<file path="src/rtl/cv32e40p_ft_pkg.sv">
// Shared types for the TMR fault-tolerance manager: command ops, FSM states, log entries.
// Latency: n/a (types and constants only).
// Backpressure: n/a.
package cv32e40p_ft_pkg;

    typedef enum logic [1:0] {
        FT_CMD_NOP     = 2'b00,
        FT_CMD_FORCE   = 2'b01,
        FT_CMD_RELEASE = 2'b10,
        FT_CMD_CLEAR   = 2'b11
    } ft_cmd_op_e;

    typedef enum logic [1:0] {
        FT_IDLE  = 2'd0,
        FT_APPLY = 2'd1,
        FT_WAIT  = 2'd2
    } ft_mgr_state_e;

    // Unit field sized for the largest supported configuration (16 units).
    localparam int unsigned FT_UNIT_W = 4;

    typedef struct packed {
        logic [FT_UNIT_W-1:0] unit;
        logic                 corrected;
        logic [2:0]           broken;
    } ft_log_entry_t;

    localparam int unsigned FT_LOG_DEPTH   = 4;
    localparam int unsigned FT_ACK_TIMEOUT = 4;

    function automatic logic [1:0] ft_popcnt3(input logic [2:0] m);
        return {1'b0, m[0]} + {1'b0, m[1]} + {1'b0, m[2]};
    endfunction

endpackage

</file>
<file path="src/rtl/cv32e40p_ft_manager_if.sv">
// Command channel and event-log read channel of the fault-tolerance manager.
// Latency: n/a (wiring only).
// Backpressure: command uses valid/ready, log uses valid/ready with FWFT data.
interface cv32e40p_ft_manager_if #(
    parameter int unsigned N_UNITS = 4
);
    localparam int unsigned UW = (N_UNITS > 1) ? $clog2(N_UNITS) : 1;

    logic          cmd_valid_i;
    logic          cmd_ready_o;
    logic [1:0]    cmd_op_i;
    logic [UW-1:0] cmd_unit_i;
    logic [1:0]    cmd_replica_i;
    logic          cmd_err_o;
    logic          log_valid_o;
    logic          log_ready_i;
    logic [UW+3:0] log_data_o;

    modport master (
        output cmd_valid_i, cmd_op_i, cmd_unit_i, cmd_replica_i, log_ready_i,
        input  cmd_ready_o, cmd_err_o, log_valid_o, log_data_o
    );

    modport slave (
        input  cmd_valid_i, cmd_op_i, cmd_unit_i, cmd_replica_i, log_ready_i,
        output cmd_ready_o, cmd_err_o, log_valid_o, log_data_o
    );
endinterface

</file>
<file path="src/rtl/cv32e40p_ft_rr_arbiter.sv">
// Round-robin arbiter over N requesters; grant index plus one-hot, pointer moves to grant+1.
// Latency: combinational grant, pointer updates at the clock edge of a grant.
// Backpressure: en low suppresses the grant and freezes the pointer.
module cv32e40p_ft_rr_arbiter #(
    parameter int unsigned N = 4
) (
    input  logic                                  clk,
    input  logic                                  rst_n,
    input  logic                                  en,
    input  logic [N-1:0]                          req,
    output logic                                  gnt_vld,
    output logic [((N > 1) ? $clog2(N) : 1)-1:0]  gnt_idx,
    output logic [N-1:0]                          gnt_oh
);
    localparam int unsigned IW = (N > 1) ? $clog2(N) : 1;

    logic [IW-1:0] ptr_q;
    logic [IW-1:0] cand_idx;
    logic [IW-1:0] sel;
    logic          found;

    // Search starting at the pointer; the first requester in rotation order wins.
    always_comb begin
        found    = 1'b0;
        sel      = '0;
        cand_idx = '0;
        for (int unsigned k = 0; k < N; k++) begin
            cand_idx = IW'((32'(ptr_q) + k) % N);
            if (!found && req[cand_idx]) begin
                found = 1'b1;
                sel   = cand_idx;
            end
        end
    end

    assign gnt_vld = en & found;
    assign gnt_idx = sel;
    assign gnt_oh  = gnt_vld ? (N'(1) << sel) : '0;

    // Pointer advances past the granted requester, wrapping at N.
    always_ff @(posedge clk or negedge rst_n) begin
        if (!rst_n) begin
            ptr_q <= '0;
        end else if (gnt_vld) begin
            ptr_q <= (sel == IW'(N - 1)) ? '0 : sel + 1'b1;
        end
    end

endmodule

</file>
<file path="src/rtl/cv32e40p_ft_manager.sv">
// TMR fault manager: error pending flags -> RR arbiter -> event FIFO; replica force/release sequencer.
// Latency: error at t logged at t+2; command set_broken at accept+2, err pulse one cycle after decision.
// Backpressure: full FIFO holds pending flags (re-errors coalesce); cmd_ready only in IDLE.
module cv32e40p_ft_manager
    import cv32e40p_ft_pkg::*;
#(
    parameter int unsigned N_UNITS     = 4,
    parameter int unsigned LOG_DEPTH   = FT_LOG_DEPTH,
    parameter int unsigned CNT_W       = 16,
    parameter int unsigned ACK_TIMEOUT = FT_ACK_TIMEOUT
) (
    input  logic                      clk,
    input  logic                      rst_n,
    input  logic [N_UNITS-1:0]        err_detected_i,
    input  logic [N_UNITS-1:0]        err_corrected_i,
    input  logic [N_UNITS-1:0][2:0]   is_broken_i,
    output logic [N_UNITS-1:0][2:0]   set_broken_o,
    output logic                      log_drop_o,
    output logic                      fatal_o,
    output logic [CNT_W-1:0]          err_cnt_o,
    cv32e40p_ft_manager_if.slave      bus
);
    localparam int unsigned UW = (N_UNITS > 1) ? $clog2(N_UNITS) : 1;
    localparam int unsigned AW = $clog2(LOG_DEPTH);
    localparam int unsigned TW = $clog2(ACK_TIMEOUT + 1);

    logic [N_UNITS-1:0] pend_q, corr_q, keep, gnt_oh;
    logic               gnt_vld, arb_en, push, pop, full, drop_evt, fatal_evt;
    logic [UW-1:0]      gnt_idx;
    ft_log_entry_t      mem_q [LOG_DEPTH];
    ft_log_entry_t      wr_entry, head;
    logic [AW-1:0]      wptr_q, rptr_q;
    logic [AW:0]        fill_q;
    logic [CNT_W:0]     det_cnt, cnt_sum;

    ft_mgr_state_e      state_q;
    ft_cmd_op_e         op;
    logic [UW-1:0]      unit_q;
    logic [1:0]         rep_q;
    logic               force_q, cmd_err_q, accept, clr, reject;
    logic [TW-1:0]      tmo_q;
    logic [2:0]         tgt_mask;

    // ---------------- event path ----------------
    assign full     = (fill_q == (AW+1)'(LOG_DEPTH));
    assign pop      = bus.log_valid_o & bus.log_ready_i;
    // A pop in the same cycle frees the slot, so a grant may still land.
    assign arb_en   = ~full | pop;
    assign push     = gnt_vld;
    assign keep     = pend_q & ~gnt_oh;
    assign drop_evt = |(err_detected_i & keep);

    cv32e40p_ft_rr_arbiter #(.N(N_UNITS)) u_arb (
        .clk     (clk),
        .rst_n   (rst_n),
        .en      (arb_en),
        .req     (pend_q),
        .gnt_vld (gnt_vld),
        .gnt_idx (gnt_idx),
        .gnt_oh  (gnt_oh)
    );

    assign wr_entry.unit      = FT_UNIT_W'(gnt_idx);
    assign wr_entry.corrected = corr_q[gnt_idx];
    assign wr_entry.broken    = is_broken_i[gnt_idx];

    // Pending flags: grant clears, a new error (re)sets, corrected accumulates while pending.
    always_ff @(posedge clk or negedge rst_n) begin
        if (!rst_n) begin
            pend_q <= '0;
            corr_q <= '0;
        end else begin
            pend_q <= keep | err_detected_i;
            corr_q <= (corr_q & keep) | (err_corrected_i & (keep | err_detected_i));
        end
    end

    // FIFO storage needs no reset; pointers define what is valid.
    always_ff @(posedge clk) begin
        if (push) mem_q[wptr_q] <= wr_entry;
    end

    // FIFO pointers and occupancy.
    always_ff @(posedge clk or negedge rst_n) begin
        if (!rst_n) begin
            wptr_q <= '0;
            rptr_q <= '0;
            fill_q <= '0;
        end else begin
            if (push) wptr_q <= wptr_q + 1'b1;
            if (pop)  rptr_q <= rptr_q + 1'b1;
            fill_q <= fill_q + (AW+1)'(push) - (AW+1)'(pop);
        end
    end

    assign head            = mem_q[rptr_q];
    assign bus.log_valid_o = (fill_q != '0);
    assign bus.log_data_o  = {UW'(head.unit), head.corrected, head.broken};

    // Error popcount and fatal (two or more replicas broken in any unit).
    always_comb begin
        det_cnt   = '0;
        fatal_evt = 1'b0;
        for (int u = 0; u < N_UNITS; u++) begin
            det_cnt = det_cnt + (CNT_W+1)'(err_detected_i[u]);
            if (ft_popcnt3(is_broken_i[u]) >= 2'd2) fatal_evt = 1'b1;
        end
        cnt_sum = {1'b0, err_cnt_o} + det_cnt;
    end

    // Sticky status and saturating counter; clear-sticky wins over same-cycle events.
    always_ff @(posedge clk or negedge rst_n) begin
        if (!rst_n) begin
            err_cnt_o  <= '0;
            log_drop_o <= 1'b0;
            fatal_o    <= 1'b0;
        end else begin
            if (clr) begin
                err_cnt_o  <= '0;
                log_drop_o <= 1'b0;
            end else begin
                err_cnt_o <= cnt_sum[CNT_W] ? '1 : cnt_sum[CNT_W-1:0];
                if (drop_evt) log_drop_o <= 1'b1;
            end
            if (fatal_evt) fatal_o <= 1'b1;
        end
    end

    // ---------------- command path ----------------
    assign op              = ft_cmd_op_e'(bus.cmd_op_i);
    assign bus.cmd_ready_o = (state_q == FT_IDLE);
    assign bus.cmd_err_o   = cmd_err_q;
    assign accept          = bus.cmd_valid_i & bus.cmd_ready_o;
    assign clr             = accept & (op == FT_CMD_CLEAR);

    // Reject illegal targets, and forces that would leave voting with under two healthy replicas.
    always_comb begin
        tgt_mask = '0;
        for (int u = 0; u < N_UNITS; u++) begin
            if (bus.cmd_unit_i == UW'(u)) tgt_mask = set_broken_o[u] | is_broken_i[u];
        end
        reject = (bus.cmd_replica_i == 2'd3)
              || ({1'b0, bus.cmd_unit_i} >= (UW+1)'(N_UNITS))
              || ((op == FT_CMD_FORCE)
                  && (ft_popcnt3(tgt_mask | (3'b001 << bus.cmd_replica_i)) >= 2'd2));
    end

    // Command sequencer: IDLE decides, APPLY drives set_broken, WAIT collects the ack or times out.
    always_ff @(posedge clk or negedge rst_n) begin
        if (!rst_n) begin
            state_q      <= FT_IDLE;
            unit_q       <= '0;
            rep_q        <= '0;
            force_q      <= 1'b0;
            tmo_q        <= '0;
            set_broken_o <= '0;
            cmd_err_q    <= 1'b0;
        end else begin
            cmd_err_q <= 1'b0;
            case (state_q)
                FT_IDLE: begin
                    if (accept && (op == FT_CMD_FORCE || op == FT_CMD_RELEASE)) begin
                        if (reject) begin
                            cmd_err_q <= 1'b1;
                        end else begin
                            unit_q  <= bus.cmd_unit_i;
                            rep_q   <= bus.cmd_replica_i;
                            force_q <= (op == FT_CMD_FORCE);
                            state_q <= FT_APPLY;
                        end
                    end
                end
                FT_APPLY: begin
                    set_broken_o[unit_q][rep_q] <= force_q;
                    tmo_q   <= TW'(ACK_TIMEOUT);
                    state_q <= FT_WAIT;
                end
                FT_WAIT: begin
                    // Releases need no ack: the monitor decays on its own.
                    if (!force_q || is_broken_i[unit_q][rep_q]) begin
                        state_q <= FT_IDLE;
                    end else if (tmo_q == TW'(1)) begin
                        cmd_err_q <= 1'b1;
                        state_q   <= FT_IDLE;
                    end else begin
                        tmo_q <= tmo_q - 1'b1;
                    end
                end
                default: state_q <= FT_IDLE;
            endcase
        end
    end

endmodule

</file>
<file path="src/flat_wrapper.sv">
// flat-port wrapper written by rule: the top's interface ports become plain ports
module cv32e40p_ft_manager_flat import cv32e40p_ft_pkg::*;
#(
    parameter int unsigned N_UNITS     = 4,
    parameter int unsigned LOG_DEPTH   = FT_LOG_DEPTH,
    parameter int unsigned CNT_W       = 16,
    parameter int unsigned ACK_TIMEOUT = FT_ACK_TIMEOUT
)
  (clk, rst_n, err_detected_i, err_corrected_i, is_broken_i, set_broken_o, log_drop_o, fatal_o, err_cnt_o, bus_cmd_valid_i, bus_cmd_op_i, bus_cmd_unit_i, bus_cmd_replica_i, bus_log_ready_i, bus_cmd_ready_o, bus_cmd_err_o, bus_log_valid_o, bus_log_data_o);
  cv32e40p_ft_manager_if #(.N_UNITS(N_UNITS)) bus_i ();
  input  logic clk;
  input  logic rst_n;
  input  logic [N_UNITS-1:0] err_detected_i;
  input  logic [N_UNITS-1:0] err_corrected_i;
  input  logic [N_UNITS-1:0][2:0] is_broken_i;
  output logic [N_UNITS-1:0][2:0] set_broken_o;
  output logic log_drop_o;
  output logic fatal_o;
  output logic [CNT_W-1:0] err_cnt_o;
  input wire logic [$bits(bus_i.cmd_valid_i)-1:0] bus_cmd_valid_i;
  input wire logic [$bits(bus_i.cmd_op_i)-1:0] bus_cmd_op_i;
  input wire logic [$bits(bus_i.cmd_unit_i)-1:0] bus_cmd_unit_i;
  input wire logic [$bits(bus_i.cmd_replica_i)-1:0] bus_cmd_replica_i;
  input wire logic [$bits(bus_i.log_ready_i)-1:0] bus_log_ready_i;
  output wire logic [$bits(bus_i.cmd_ready_o)-1:0] bus_cmd_ready_o;
  output wire logic [$bits(bus_i.cmd_err_o)-1:0] bus_cmd_err_o;
  output wire logic [$bits(bus_i.log_valid_o)-1:0] bus_log_valid_o;
  output wire logic [$bits(bus_i.log_data_o)-1:0] bus_log_data_o;
  assign bus_i.cmd_valid_i = bus_cmd_valid_i;
  assign bus_i.cmd_op_i = bus_cmd_op_i;
  assign bus_i.cmd_unit_i = bus_cmd_unit_i;
  assign bus_i.cmd_replica_i = bus_cmd_replica_i;
  assign bus_i.log_ready_i = bus_log_ready_i;
  assign bus_cmd_ready_o = bus_i.cmd_ready_o;
  assign bus_cmd_err_o = bus_i.cmd_err_o;
  assign bus_log_valid_o = bus_i.log_valid_o;
  assign bus_log_data_o = bus_i.log_data_o;
  cv32e40p_ft_manager #(.N_UNITS(N_UNITS), .LOG_DEPTH(LOG_DEPTH), .CNT_W(CNT_W), .ACK_TIMEOUT(ACK_TIMEOUT)) u_core (.clk(clk), .rst_n(rst_n), .err_detected_i(err_detected_i), .err_corrected_i(err_corrected_i), .is_broken_i(is_broken_i), .set_broken_o(set_broken_o), .log_drop_o(log_drop_o), .fatal_o(fatal_o), .err_cnt_o(err_cnt_o), .bus(bus_i));
endmodule
</file>
<file path="config.mk">
export PLATFORM = sky130hd
export DESIGN_NAME = cv32e40p_ft_manager_flat
export DESIGN_NICKNAME = d
export VERILOG_FILES = /design/src/rtl/cv32e40p_ft_pkg.sv /design/src/rtl/cv32e40p_ft_manager_if.sv /design/src/rtl/cv32e40p_ft_rr_arbiter.sv /design/src/rtl/cv32e40p_ft_manager.sv /design/src/flat_wrapper.sv
export SDC_FILE = /design/constraint.sdc
export NUM_CORES = 1
export LEC_CHECK = 0
export BUFFER_PORTS_ARGS = -buffer_cell sky130_fd_sc_hd__buf_2
export CAP_MARGIN = 10
export CORE_MARGIN = 8
export CORE_UTILIZATION = 41
export CTS_CLUSTER_SIZE = 24
export DETAILED_ROUTE_END_ITERATION = 16
export SKIP_CTS_REPAIR_TIMING = 1
export SYNTH_ARGS = -nofsm -noshare
export SYNTH_HDL_FRONTEND = slang
export SYNTH_HIERARCHICAL = 1
export SYNTH_SLANG_ARGS = --single-unit
</file>
<file path="constraint.sdc">
create_clock -name clk -period 2.8 [get_ports clk]
set_input_delay 0 -clock clk [delete_from_list [all_inputs] [get_ports clk]]
set_output_delay 0 -clock clk [all_outputs]
set_load 0.02 [all_outputs]
</file>
==> flow_summary.ini, run 1 <==
[sta]
final.min_clock_period_ns = 2.31
final-hold-violation-count = 2
min_period_over_period_pct = 82.5
finalMaxSlewViolations = 0
hold_slack_ns = -0.0112
tightest_slew_ns = 1.04
finalSetupTns_ns = 0
setup_repair_after_global_routing_missed_its_margin = no
finalSetupViolCount = 0
finalClockSkew_ns = 0.0126
max-slew-margin-rel_pct = 30.9
achievable-frequency_mhz = 433

[min_path]
hold-path-cell-count = 3
hold_path_class = in -> reg

[critical_path]
cp-start-kind = flop
worst-r2r-setup-slack_ns = 0.49
crit_family = simple AND/OR/NAND/NOR gates
timing.critical_path.cells = or4_1, and4_1, ha_1, and2_1, nand2b_1, o22a_1, a31oi_1
worst-setup-path-type = reg -> reg
worstSetupPathDepth = 7
worstPathMaxFanout = 10
critical-path-max-stage-delay_ns = 0.52
cp.arrival_ns = 2.59
critical_path.endpoint_type = flop
critPathSlowestCell = or4_1
worstRegToRegCells = 7
worst_ep_required_time_ns = 3.08
timing.critical_path.buf_inv = 0

[finish]
layout_cell_share_with_drive_strength_beyond_1_pct = 27.2
n_antenna_cell = 0
fin_cells = 600
num-nets-final = 513
final_common_cell = buf_2
layout_common_cells = buf_2, dfrtp_1, nand2_1, nor2_1
post_route_standard_cell_area_excluding_fillers_um2 = 5210
area_growth_pct = 19.9

[synth]
synth-async-reset-ratio_pct = 70.7
number_of_enable_flip_flop_cells_after_synthesis = 24
synthesis.instances = 371
synth-seq-area-share_pct = 50.0
synthesis.nets = 425
most_used_flip_flop_cell_after_synthesis = dfrtp_1
yosysWarningCount = 6
yosysUniqueCellTypes = 58
synth.ff_latch_count = 82
synth.cell_area_um2 = 4350
syn-mean-instance-area_um2 = 11.7

[power_and_ir_drop]
clock_power_share_pct = 16.6
power.net_switching_uw = 2020
p_seq_share_pct = 42.7
share_comb_of_total_power_pct = 40.7
power_per_cell_area_nw_per_um2 = 1000
intPower_uw = 3210
leakage_uw = 0.00232
vdd.ir_drop.worst_mv = 0.602
switching_share_pct = 38.6

[clocking]
clock_tree_buf_depth = 2
root_buffer = clkbuf_8
htree_num_levels = 3
clk_pin_slew_worst_paths_ns = 0.09
numClockSinks = 82
tritoncts.num_buffers = 9
worst_skew_pair.late_latency_ns = 0.35
tritoncts = done

[route]
routedWlPerCell_um = 16.6
total_vias_in_the_final_route = 3207
finalWirelength_mm = 9.94
dr.first_iter.drc_count = 183
drc_markers = 0
route.detailed.vias_per_inst = 5.35
drt_pre_antenna_iters = 4
ant_nets = 0

[floorplan]
effective_utilization_at_floorplan_pct = 42.1
die_height_um = 119
design.portCount = 69
die_area_um2 = 14200
floorplan.rows = 37
chipWidth_um = 119
fp.coreArea_um2 = 10300

[grt]
grt_util_all_layers_pct = 14.3
overflow = 0
grt_antenna_before_repair = 0
grt_start_max_net_pins = 45
grt_first_pass_wirelength_mm = 16.7
first_global_vias = 3352

[placed_design]
port-buffer-count = 68
gp_routability_congestion = 0.821
place.detailed.instances = 566
post_dp_cell_area_um2 = 4830
dp.final_hpwl_mm = 7.27

[outcome]
violations = negative hold slack
outcome = finished, violations left

[run]
max_cap_violations = 0
flip-flops by register name, indices dropped and copies added, names as in the netlist:
signal and flops:
u_core/unit_q 2, u_core/rptr_q 2, u_core/wptr_q 2, u_core/fatal_o 1, u_core/mem_q 24, u_core/force_q 1
u_core/set_broken_o 12, u_core/log_drop_o 1, u_core/state_q 2, u_core/tmo_q 3, u_core/rep_q 2, u_core/bus.cmd_err_o 1
u_core/pend_q 4, u_core/corr_q 4, u_core/u_arb/ptr_q 2, u_core/err_cnt_o 16, u_core/fill_q 3
tightest hold or removal path, delay by kind of cell:
kind,cells,cell delay (ns)
AO/OA/AOI/OAI,1,0.09
buffers and inverters,2,0.21
final timing paths:
| path | from | endpoint |
|---|---|---|
| max | u_core/pend_q[1]$_DFF_PN0_ | u_core/log_drop_o$_DFFE_PN0P_ |
| min | bus_cmd_replica_i[1] | u_core/rep_q[1]$_DFFE_PN0P_ |
| max reg2reg | u_core/pend_q[1]$_DFF_PN0_ | u_core/log_drop_o$_DFFE_PN0P_ |
| min reg2reg | u_core/fill_q[2]$_DFF_PN0_ | u_core/fill_q[2]$_DFF_PN0_ |
| max in group asynchronous | rst_n | u_core/err_cnt_o[4]$_DFF_PN0_ |
| min in group asynchronous | rst_n | u_core/fill_q[2]$_DFF_PN0_ |
layout make-up:
type	instances	area, um^2
Clock inverter	7	76.3
Multi-Input combinational cell	251	2020
Tap cell	136	170
Fill cell	927	5110
Inverter	24	90.1
Timing Repair Buffer	91	558
Sequential cell	82	2170
Clock buffer	9	124
through the flow:
| step | utilization, % | setup WS, ns | power, uW |
|---|---|---|---|
| 2_1_floorplan | - | 0.371 | 3730 |
| 3_3_place_gp | 46.8 | 0.303 | 4320 |
| 3_5_place_dp | 46.8 | 0.212 | 4390 |
| 4_1_cts | 48.8 | 0.460 | 5270 |
| 5_1_grt | 50.5 | 0.317 | 5630 |
| 6_report | 50.5 | 0.489 | 5230 |
cell families after synthesis:
logic type / count (synthesis) / synth area share, %
mux: 32 / 11.9
xor+xnor: 15 / 3.02
fa+ha+maj: 24 / 7.60
flops: 82 / 50.0
compound gates: 60 / 9.67
simple gates: 120 / 14.3
buf+inv: 38 / 3.48
metal layers:
layer	track usage, %	wire length [um]
met5	0	0
met4	4.98	121
met3	2.50	342
met2	23.3	5020
met1	18.7	4460
cells in the mapped netlist, types with 2 or more instances:
library cell	count	area share, %
a21o_1	2	0.35
a21oi_1	16	1.8
a31oi_1	7	1.0
and2_1	10	1.4
and3_1	6	0.86
and3b_1	2	0.40
clkbuf_1	11	0.95
dfrtp_1	58	33
edfxtp_1	24	17
fa_1	4	1.8
ha_1	20	5.8
inv_1	24	2.1
mux2_2	16	4.1
mux2i_1	2	0.46
mux4_2	13	6.7
nand2_1	29	2.5
nand2b_1	9	1.3
nand3_1	8	0.92
nand4_1	4	0.58
nor2_1	27	2.3
nor2b_1	3	0.43
nor3_1	8	0.92
nor3b_1	5	0.86
o2111ai_1	2	0.40
o21a_1	4	0.69
o21ai_0	10	1.2
o22a_1	2	0.40
o22ai_1	2	0.29
xnor2_1	7	1.4
xor2_1	8	1.6
power by group through the flow:
stage / Combinational, uW / Clock [uW] / Sequential [uW]
2_1_floorplan: 1550 / 0 / 2180
3_3_place_gp: 2080 / 0 / 2240
3_5_place_dp: 2130 / 0 / 2270
4_1_cts: 2140 / 888 / 2240
5_1_grt: 2380 / 956 / 2300
6_report: 2130 / 869 / 2230
Power figures use the tool's default switching activity.
==> run 2: changes to the inputs <==
==> constraint.sdc (replaced) <==
create_clock -name clk -period 2.2 [get_ports clk]
set_input_delay 0 -clock clk [delete_from_list [all_inputs] [get_ports clk]]
set_output_delay 0 -clock clk [all_outputs]
set_load 0.02 [all_outputs]
==> run 2 against run 1 <==
The run now ends clean. Die area is the same. Maximum frequency grew 5.9%. Wire length grew 2.4%. Final area grew 6.1%. Count of clock-buffer cells in the layout grew 1. First-iteration DRC count grew 64%. Combinational power grew 47%. Setup slack lost 0.47 ns. Final cell count grew 4.3%. Worst hold slack gained 0.065 ns. Clock power grew 16%. Critical path type unchanged.
==> flow_summary.ini, run 2 (synthesis results as in run 1) <==
[outcome]
outcome = completed

[critical_path]
reg2reg_from = u_core/set_broken_o[11]$_DFFE_PN0P_
critical-path-max-stage-delay_ns = 0.42
regToRegEndpoint = u_core/force_q$_DFFE_PN0P_
critPathSlowestCell = dfrtp_2
worstRegToRegCells = 9
crit_family = multiplexers
worstPathMaxFanout = 4
cp.arrival_ns = 2.43
critical_path.endpoint_type = flop
timing.critical_path.buf_inv = 0
worst_ep_required_time_ns = 2.44
worst-setup-path-type = reg -> reg
worst-r2r-setup-slack_ns = 0.02
cp-start-kind = flop
timing.critical_path.cells = nor2_2, mux4_2, o21ai_2, ha_2, nor2_4, o311ai_4, o221ai_2, and3_4, mux2_2

[finish]
layout.filler_cells = 925
num-nets-final = 539
layout_cell_share_with_drive_strength_beyond_1_pct = 37.8
largest-register = u_core/mem_q
area_used_by_multi_input_combinational_logic_um2 = 2150
top_regs = u_core/mem_q x24, u_core/err_cnt_o x16, u_core/set_broken_o x12
final_common_cell = buf_2
area_growth_pct = 27.3
n_antenna_cell = 0
layout_common_cells = buf_2, dfrtp_1, buf_4, nand2_1, edfxtp_1
seq_area_um2 = 2180
largest_reg_flops = 24
fin_cells = 626

[power_and_ir_drop]
leakage_uw = 0.00247
vdd.ir_drop.worst_mv = 0.542
clock_power_share_pct = 14.5
power.net_switching_uw = 2680
switching_share_pct = 38.4
share_comb_of_total_power_pct = 45.1
p_seq_share_pct = 40.4
intPower_uw = 4290
power_per_cell_area_nw_per_um2 = 1260

[sta]
max-slew-margin-rel_pct = 60.2
finalSetupTns_ns = 0
finalSetupViolCount = 0
setup_repair_after_global_routing_missed_its_margin = yes
final-hold-violation-count = 0
finalMaxSlewViolations = 0
achievable-frequency_mhz = 458
final.min_clock_period_ns = 2.18
finalClockSkew_ns = 0.00506
hold_slack_ns = 0.0539
tightest_slew_ns = 0.598
min_period_over_period_pct = 99.2

[placed_design]
dp.final_hpwl_mm = 7.42
port-buffer-count = 68
gp_routability_congestion = 0.799
place.detailed.instances = 590

[clocking]
root_buffer = clkbuf_8
tritoncts.num_buffers = 9
numClockSinks = 82
worst_skew_pair.late_latency_ns = 0.35
tritoncts = done
htree_num_levels = 3
clock_tree_buf_depth = 2
clk_pin_slew_worst_paths_ns = 0.09

[grt]
grt_first_pass_wirelength_mm = 16.7
grt_antenna_before_repair = 0
first_global_vias = 3331
grt_start_max_net_pins = 37
grt_util_all_layers_pct = 14.4
overflow = 0

[floorplan]
effective_utilization_at_floorplan_pct = 42.1
chipWidth_um = 119
floorplan.rows = 37
die_height_um = 119
design.portCount = 69
die_area_um2 = 14200
fp.coreArea_um2 = 10300

[route]
ant_nets = 0
drt_pre_antenna_iters = 4
finalWirelength_mm = 10.2
route.detailed.vias_per_inst = 5.29
total_vias_in_the_final_route = 3310
routedWlPerCell_um = 16.3
drc_markers = 0
dr.first_iter.drc_count = 301

[run]
max_cap_violations = 0

[min_path]
worst_hold_path.endpoint = u_core/state_q[0]$_DFFE_PN0P_
hold-path-cell-count = 4
hold_path_class = in -> reg
timing.hold.worst.start = bus_cmd_valid_i
[run 2: routing by layer]
layer / wire length [um] / GRT usage [%] / share of wire (%) / up-vias
met5: 0 / 0 / 0 / -
met4: 89 / 4.51 / 0.87 / 0
met3: 369 / 3.45 / 3.6 / 8
met2: 5090 / 23.3 / 50 / 57
met1: 4640 / 18.7 / 46 / 1673
li1: - / - / - / 1572
[run 2: layout make-up]
class / instances / area share (%)
Clock inverter: 6 / 0.927
Timing Repair Buffer: 117 / 13.8
Inverter: 24 / 1.63
Tap cell: 136 / 3.07
Multi-Input combinational cell: 251 / 38.8
Sequential cell: 82 / 39.5
Clock buffer: 10 / 2.31
[run 2: worst max path at each step]
| stage | cells after the start | startpoint | slack (ns) | to |
|---|---|---|---|---|
| after floorplan | 8 | u_core/set_broken_o[5]$_DFFE_PN0P_ | -0.02 | u_core/unit_q[1]$_DFFE_PN0P_ |
| after global placement | 11 | err_detected_i[0] | -0.12 | u_core/err_cnt_o[8]$_DFF_PN0_ |
| after detailed placement | 11 | err_detected_i[0] | -0.19 | u_core/err_cnt_o[4]$_DFF_PN0_ |
| after CTS | 9 | u_core/set_broken_o[11]$_DFFE_PN0P_ | -0.07 | u_core/force_q$_DFFE_PN0P_ |
| after global routing | 9 | u_core/set_broken_o[0]$_DFFE_PN0P_ | -0.04 | u_core/force_q$_DFFE_PN0P_ |
| final | 9 | u_core/set_broken_o[11]$_DFFE_PN0P_ | 0.02 | u_core/force_q$_DFFE_PN0P_ |
[run 2: power groups by stage]
stage / combinational, uW / sequential [uW] / clock [uW]
after floorplan: 2000 / 2790 / 0
after detailed placement: 2980 / 2850 / 0
after CTS: 2990 / 2820 / 1050
after global routing: 3450 / 2910 / 1110
final: 3140 / 2820 / 1010
after global placement: 2920 / 2810 / 0
[run 2: through the flow]
step / total power [uW] / setup WS (ns) / area (um^2) / utilization (%)
finish: 6970 / 0.0167 / 5530 / 53.6
floorplan: 4790 / -0.0199 / 4390 / -
CTS: 6850 / -0.0663 / 5240 / 50.8
global placement: 5730 / -0.124 / 5060 / 49.0
detailed placement: 5820 / -0.193 / 5060 / 49.0
global route: 7470 / -0.0434 / 5530 / 53.6
[run 2: worst reg2reg max path, cell delays in order, from the launching register on]
cell and delay, ns:
dfrtp_2 0.42, nor2_2 0.09, mux4_2 0.28, o21ai_2 0.06, ha_2 0.20, nor2_4 0.10
o311ai_4 0.12, o221ai_2 0.22, and3_4 0.26, mux2_2 0.33
